--- config.mk ---
export PLATFORM = sky130hd
export DESIGN_NAME = multi_fluid_dispense_ctrl
export DESIGN_NICKNAME = d
export VERILOG_FILES = /design/src/rtl/multi_fluid_dispense_ctrl.sv
export SDC_FILE = /design/constraint.sdc
export NUM_CORES = 1
export LEC_CHECK = 0
export CORE_UTILIZATION = 55
export CTS_BUF_LIST = sky130_fd_sc_hd__clkbuf_8
export DETAILED_ROUTE_END_ITERATION = 8
export PLACE_DENSITY = 0.85
export SLEW_MARGIN = 30
export SYNTH_ARGS = -nofsm -noshare
export SYNTH_HDL_FRONTEND = slang
export SYNTH_SLANG_ARGS = --single-unit
--- constraint.sdc ---
create_clock -name clk -period 53.5 [get_ports clk]
set_input_delay 16.05 -clock clk [delete_from_list [all_inputs] [get_ports clk]]
set_output_delay 16.05 -clock clk [all_outputs]
set_load 0.005 [all_outputs]
--- src/rtl/multi_fluid_dispense_ctrl.sv ---
// multi_fluid_dispense_ctrl: request/response dispense controller with per-channel
// stock, two-tier per-channel pricing, loyalty discount from a per-user visit table
// and an independent refill port. Stock and visit updates commit together.
// Optional build macro LOW_STOCK_ALARM_EN adds LOW_THRESH and the low_stock output.
module multi_fluid_dispense_ctrl #(
    parameter int NUM_FLUIDS = 4,
    parameter int NUM_USERS  = 16,
    parameter int VOL_W      = 8,
    parameter int STOCK_W    = 16,
    parameter int RATE_W     = 8,
    parameter int PRICE_W    = 16,
    parameter logic [NUM_FLUIDS*RATE_W-1:0]  FIRST_RATE = {8'd30, 8'd40, 8'd50, 8'd20},
    parameter logic [NUM_FLUIDS*RATE_W-1:0]  EXTRA_RATE = {8'd15, 8'd20, 8'd30, 8'd10},
    parameter logic [NUM_FLUIDS*STOCK_W-1:0] INIT_STOCK = {16'd50, 16'd60, 16'd80, 16'd100},
`ifdef LOW_STOCK_ALARM_EN
    parameter int LOW_THRESH = 10,
`endif
    localparam int CH_W   = $clog2(NUM_FLUIDS),
    localparam int USER_W = $clog2(NUM_USERS)
) (
    input  logic               clk,
    input  logic               reset,
    input  logic               req_valid,
    output logic               req_ready,
    input  logic [USER_W-1:0]  req_user,
    input  logic [CH_W-1:0]    req_fluid,
    input  logic [VOL_W-1:0]   req_vol,
    output logic               resp_valid,
    input  logic               resp_ready,
    output logic [1:0]         resp_status,
    output logic [PRICE_W-1:0] resp_orig_price,
    output logic [PRICE_W-1:0] resp_final_price,
    output logic [7:0]         resp_discount,
    output logic [STOCK_W-1:0] resp_remaining,
    output logic [7:0]         resp_visits,
    input  logic               refill_valid,
    input  logic [CH_W-1:0]    refill_ch,
    input  logic [STOCK_W-1:0] refill_qty
`ifdef LOW_STOCK_ALARM_EN
    ,
    output logic [NUM_FLUIDS-1:0] low_stock
`endif
);

    typedef enum logic [1:0] {IDLE, CALC, RESP} state_t;

    // Channel count widened by one bit so out-of-range ids compare cleanly.
    localparam logic [CH_W:0] NF = NUM_FLUIDS[CH_W:0];

    state_t state, state_nx;

    logic [USER_W-1:0]  cap_user;
    logic [CH_W-1:0]    cap_fluid;
    logic [VOL_W-1:0]   cap_vol;

    logic [STOCK_W-1:0] stock    [NUM_FLUIDS];
    logic [STOCK_W-1:0] stock_nx [NUM_FLUIDS];
    logic [7:0]         visits   [NUM_USERS];

    logic [STOCK_W-1:0] sel_stock, remaining_nx;
    logic [RATE_W-1:0]  first, extra;
    logic               ch_ok, commit;
    logic [1:0]         status;
    logic [7:0]         vis_old, vis_new, pct;
    logic [PRICE_W-1:0] orig, fin;

    function automatic logic [7:0] disc_pct(input logic [7:0] v);
        if (v <= 8'd2)      return 8'd0;
        else if (v <= 8'd4) return 8'd10;
        else                return 8'd20;
    endfunction

    // Truncating percentage discount: p - floor(p*pct/100).
    function automatic logic [PRICE_W-1:0] apply_disc(input logic [PRICE_W-1:0] p,
                                                      input logic [7:0] d);
        logic [PRICE_W+6:0] prod;
        prod = (PRICE_W+7)'(p) * (PRICE_W+7)'(d);
        return p - PRICE_W'(prod / (PRICE_W+7)'(100));
    endfunction

    function automatic logic [STOCK_W-1:0] sat_add(input logic [STOCK_W-1:0] a,
                                                   input logic [STOCK_W-1:0] b);
        logic [STOCK_W:0] s;
        s = {1'b0, a} + {1'b0, b};
        return s[STOCK_W] ? '1 : s[STOCK_W-1:0];
    endfunction

    // State register.
    always_ff @(posedge clk) begin
        if (reset) state <= IDLE;
        else       state <= state_nx;
    end

    // Next-state and handshake outputs.
    always_comb begin
        state_nx   = state;
        req_ready  = 1'b0;
        resp_valid = 1'b0;
        case (state)
            IDLE: begin
                req_ready = 1'b1;
                if (req_valid) state_nx = CALC;
            end
            CALC: state_nx = RESP;
            RESP: begin
                resp_valid = 1'b1;
                if (resp_ready) state_nx = IDLE;
            end
            default: state_nx = IDLE;
        endcase
    end

    // Capture the request on the accept edge.
    always_ff @(posedge clk) begin
        if (reset) begin
            cap_user  <= '0;
            cap_fluid <= '0;
            cap_vol   <= '0;
        end else if (state == IDLE && req_valid) begin
            cap_user  <= req_user;
            cap_fluid <= req_fluid;
            cap_vol   <= req_vol;
        end
    end

    // Status, price and discount of the captured request against current stock.
    always_comb begin
        sel_stock = '0;
        first     = '0;
        extra     = '0;
        for (int i = 0; i < NUM_FLUIDS; i++) begin
            if (cap_fluid == i[CH_W-1:0]) begin
                sel_stock = stock[i];
                first     = FIRST_RATE[i*RATE_W +: RATE_W];
                extra     = EXTRA_RATE[i*RATE_W +: RATE_W];
            end
        end
        ch_ok = {1'b0, cap_fluid} < NF;
        if (!ch_ok)                             status = 2'd2;
        else if (cap_vol == '0)                 status = 2'd3;
        else if (sel_stock < STOCK_W'(cap_vol)) status = 2'd1;
        else                                    status = 2'd0;
        vis_old = visits[cap_user];
        pct     = disc_pct(vis_old);
        orig    = '0;
        if (status == 2'd0)
            orig = PRICE_W'(first) + PRICE_W'(cap_vol - VOL_W'(1)) * PRICE_W'(extra);
        fin     = apply_disc(orig, pct);
        commit  = (state == CALC) && (status == 2'd0);
        vis_new = vis_old;
        if (commit && vis_old != 8'hFF) vis_new = vis_old + 8'd1;
    end

    // Next stock: commit subtracts first, then a same-cycle refill adds with saturation.
    always_comb begin
        remaining_nx = '0;
        for (int i = 0; i < NUM_FLUIDS; i++) begin
            stock_nx[i] = stock[i];
            if (commit && cap_fluid == i[CH_W-1:0])
                stock_nx[i] = stock_nx[i] - STOCK_W'(cap_vol);
            if (refill_valid && refill_ch == i[CH_W-1:0])
                stock_nx[i] = sat_add(stock_nx[i], refill_qty);
            if (cap_fluid == i[CH_W-1:0])
                remaining_nx = stock_nx[i];
        end
    end

    // Stock and visit table updates.
    always_ff @(posedge clk) begin
        if (reset) begin
            for (int i = 0; i < NUM_FLUIDS; i++)
                stock[i] <= INIT_STOCK[i*STOCK_W +: STOCK_W];
            for (int u = 0; u < NUM_USERS; u++)
                visits[u] <= '0;
        end else begin
            for (int i = 0; i < NUM_FLUIDS; i++)
                stock[i] <= stock_nx[i];
            if (commit) visits[cap_user] <= vis_new;
        end
    end

    // Response fields load once per transaction and hold until the next one.
    always_ff @(posedge clk) begin
        if (reset) begin
            resp_status      <= '0;
            resp_orig_price  <= '0;
            resp_final_price <= '0;
            resp_discount    <= '0;
            resp_remaining   <= '0;
            resp_visits      <= '0;
        end else if (state == CALC) begin
            resp_status      <= status;
            resp_orig_price  <= orig;
            resp_final_price <= fin;
            resp_discount    <= pct;
            resp_remaining   <= remaining_nx;
            resp_visits      <= vis_new;
        end
    end

`ifdef LOW_STOCK_ALARM_EN
    // Low-stock flags follow the stock registers by one cycle.
    always_ff @(posedge clk) begin
        if (reset) low_stock <= '0;
        else
            for (int i = 0; i < NUM_FLUIDS; i++)
                low_stock[i] <= stock[i] < STOCK_W'(LOW_THRESH);
    end
`endif

endmodule
==> flow_metrics.tcl <==
set metrics [dict create \
    status "finished, final reports clean" \
    die-area_sq_mm 0.0445 \
    dr_total_vias 21300 \
    grt_usage_pct 29.8 \
    viasPerCell 6.26 \
    cp-endpoint "resp_final_price[14]" \
    die_height_microns 211 \
    dp_hpwl_microns 50100 \
    start_util_pct 55.8 \
    synth_ff_type "dfxtp_1" \
    synth_common_cells "nor2_1, nand2_1, a21oi_1, ha_1, inv_1" \
    critPathMostFrequentCell "a21oi_1" \
    fin_skew_ns 0.0420 \
    crit_slowest_cell "o211ai_1" \
    synth_top_area_cell "edfxtp_1" \
    timing.rr.start "cap_vol[1]" \
    cap_violations 0 \
    htree_num_levels 2 \
    grt_max_degree 92 \
    synth_top_cell_area_share_pct 16.0 \
    grt_pass1_wl_microns 106000 \
    arrival_ns 23.29 \
    fin_ws_ns 30.78 \
    cts_made_buffers 48 \
    gp_congestion 0.968 \
    num_rows 76 \
    clk_latency_ns 0.65 \
    crit_type "reg2reg" \
    rsz0062_at_grt "false" \
    pre_cts_ws_ns 31.26 \
    setup_viol 0 \
    clk_pin_slew_ns 0.06 \
    endpoint_kind "flip-flop" \
    first_global_vias 21000 \
    final_max_slew_viol_count 0 \
    core-area_sq_mm 0.0431 \
    synth_seq_cells 272 \
    syn_avg_cell_area_sq_um 8.79 \
    synth_area_leaders "edfxtp_1, dfxtp_1, ha_1, nor2_1, fa_1" \
    synthCells 2733 \
    drt-total-wl_microns 66700 \
    cp-startpoint "cap_vol[1]" \
    slew_headroom_pct 34.8 \
    cts_setup_buffers 0 \
    worstMarginPinSlew_ns 0.971 \
    ant_nets 0 \
    hold_class "reg2reg" \
    first_iter_violations 2082 \
    yosysSeqAreaShare_pct 28.0 \
    cts_resized 0 \
    final-hold-violation-count 0 \
    fp.dieW_microns 211 \
    clk_path_buf_depth 3 \
    yosysMostFrequentCell "nor2_1" \
    areaGrowthSynthToFinish_pct 10.1 \
    syn_area_sq_mm 0.0240 \
    synth_warnings 0 \
    fin_crit_ns 22.72 \
    tritoncts "done" \
    dr.pass1.iters 6 \
    synth_edf_count 128 \
    portBuffers 100 \
    antenna_found_initial 0 \
    crit_fanout 13 \
    rrSetupSlack_ns 30.78 \
    startpoint_type "flip-flop" \
    grt_overflow 0 \
    nNetsFinal 3102 \
    drive_above_1_share_pct 8.91 \
    drcViolationCount 0 \
    wl_per_cell_microns 19.6 \
    worst_path_largest_cell_delay_ns 0.77 \
    async_flop_share_pct 0 \
    synth_cell_types 126 \
    clock_sinks 272 \
    ctsHoldBuffers 0 \
    cp.required_ns 54.07 \
    tns_ns 0 \
    fmax_mhz 44.0 \
    finalCritPeriodShare_pct 42.5 \
    r2r-end "resp_final_price[14]" \
    cts-root-buf "clkbuf_8" \
    reg2reg_depth 90 \
    n_fill_cell 3512 \
    io_pins 105 \
]
[per-stage QoR]
stage | hold WS (ns) | std cells | util (%) | instance area (sq um)
finish | 0.457 | 3404 | 61.4 | 26500
global route | 0.479 | 3403 | 61.4 | 26500
CTS | 0.460 | 3403 | 61.3 | 26400
detailed placement | 0.447 | 3318 | 58.9 | 25400
global placement | 0.441 | 3318 | 58.9 | 25400
floorplan | 0.448 | 2736 | - | 24000
[cell usage in the layout, fill, tap and decap left out, types with 21 or more instances in the layout]
cell / count
mux4_2: 40
nand2b_1: 43
o22ai_1: 68
o21bai_1: 62
xnor2_1: 123
a21oi_1: 217
ha_1: 215
nor3_1: 53
edfxtp_1: 128
xor2_1: 60
nor2_1: 359
a211oi_1: 21
o21ai_0: 62
a21o_1: 47
clkbuf_8: 53
nand2_1: 227
clkdlybuf4s50_1: 99
inv_1: 209
buf_4: 22
nand3_1: 36
fa_1: 67
nor2b_1: 40
dfxtp_1: 142
[critical path, delay by kind of cell (launching register included)]
kind	cells	cell delay (ns)
adder cells (fa/ha/maj)	12	5.05
flip-flops	1	0.32
AO/OA/AOI/OAI	44	11.19
multiplexers	1	0.51
XOR/XNOR	3	0.40
AND/OR/NAND/NOR	21	4.25
buffers and inverters	9	0.87
[state kept, by name (all words and copies together), names as in the netlist, named ones only]
| name | count |
|---|---|
| resp_discount | 2 |
| state | 2 |
| stock | 64 |
| visits | 128 |
| resp_status | 2 |
| resp_visits | 8 |
| cap_vol | 8 |
| resp_final_price | 16 |
| resp_orig_price | 16 |
| cap_fluid | 2 |
| cap_user | 4 |
| resp_remaining | 16 |
[routing by layer]
layer  global-route usage [%]  vias to the layer above  part of all wire, %
met1                     37.7                    10300                   41
met2                     50.7                     1009                   48
met5                        0                        -                    0
met3                     4.62                      194                  8.0
li1                         -                     9859                    -
met4                     12.4                        0                  3.8
[cell type report]
cell class | instances | area (sq um) | share of cell area, %
well taps | 585 | 732 | 2.77
clock buffers | 53 | 729 | 2.76
inverters | 204 | 766 | 2.89
clock inverters | 32 | 293 | 1.11
diodes | 1 | 2.50 | 0.00946
multi-input cells | 2135 | 16000 | 60.6
flip-flops and latches | 272 | 6730 | 25.4
repair buffers | 122 | 1170 | 4.41
[worst min path at each step]
| stage | start | endpoint | slack (ns) | cells past startpoint |
|---|---|---|---|---|
| after floorplan | resp_final_price[10] | resp_final_price[10] | 0.45 | 2 |
| after global placement | resp_final_price[3] | resp_final_price[3] | 0.44 | 2 |
| after CTS | resp_status[1] | resp_status[1] | 0.46 | 2 |
| after detailed placement | resp_final_price[9] | resp_final_price[9] | 0.45 | 2 |
| final | resp_final_price[10] | resp_final_price[10] | 0.46 | 2 |
| after global routing | resp_final_price[10] | resp_final_price[10] | 0.48 | 2 |
[kinds of logic after synthesis]
group	after synthesis	share of synthesized area, %
and+or+nand+nor	889	17.1
AOI/OAI and AO/OA	704	20.6
buffers and inverters	329	5.53
adders and majority gates	287	17.0
DFF	272	28.0
xor gates and xnor gates	189	6.99
muxes	62	4.75
other	1	0.0156
Power is not shown: default switching activity piles up to over one toggle a cycle in this logic, so the estimate is an artifact.
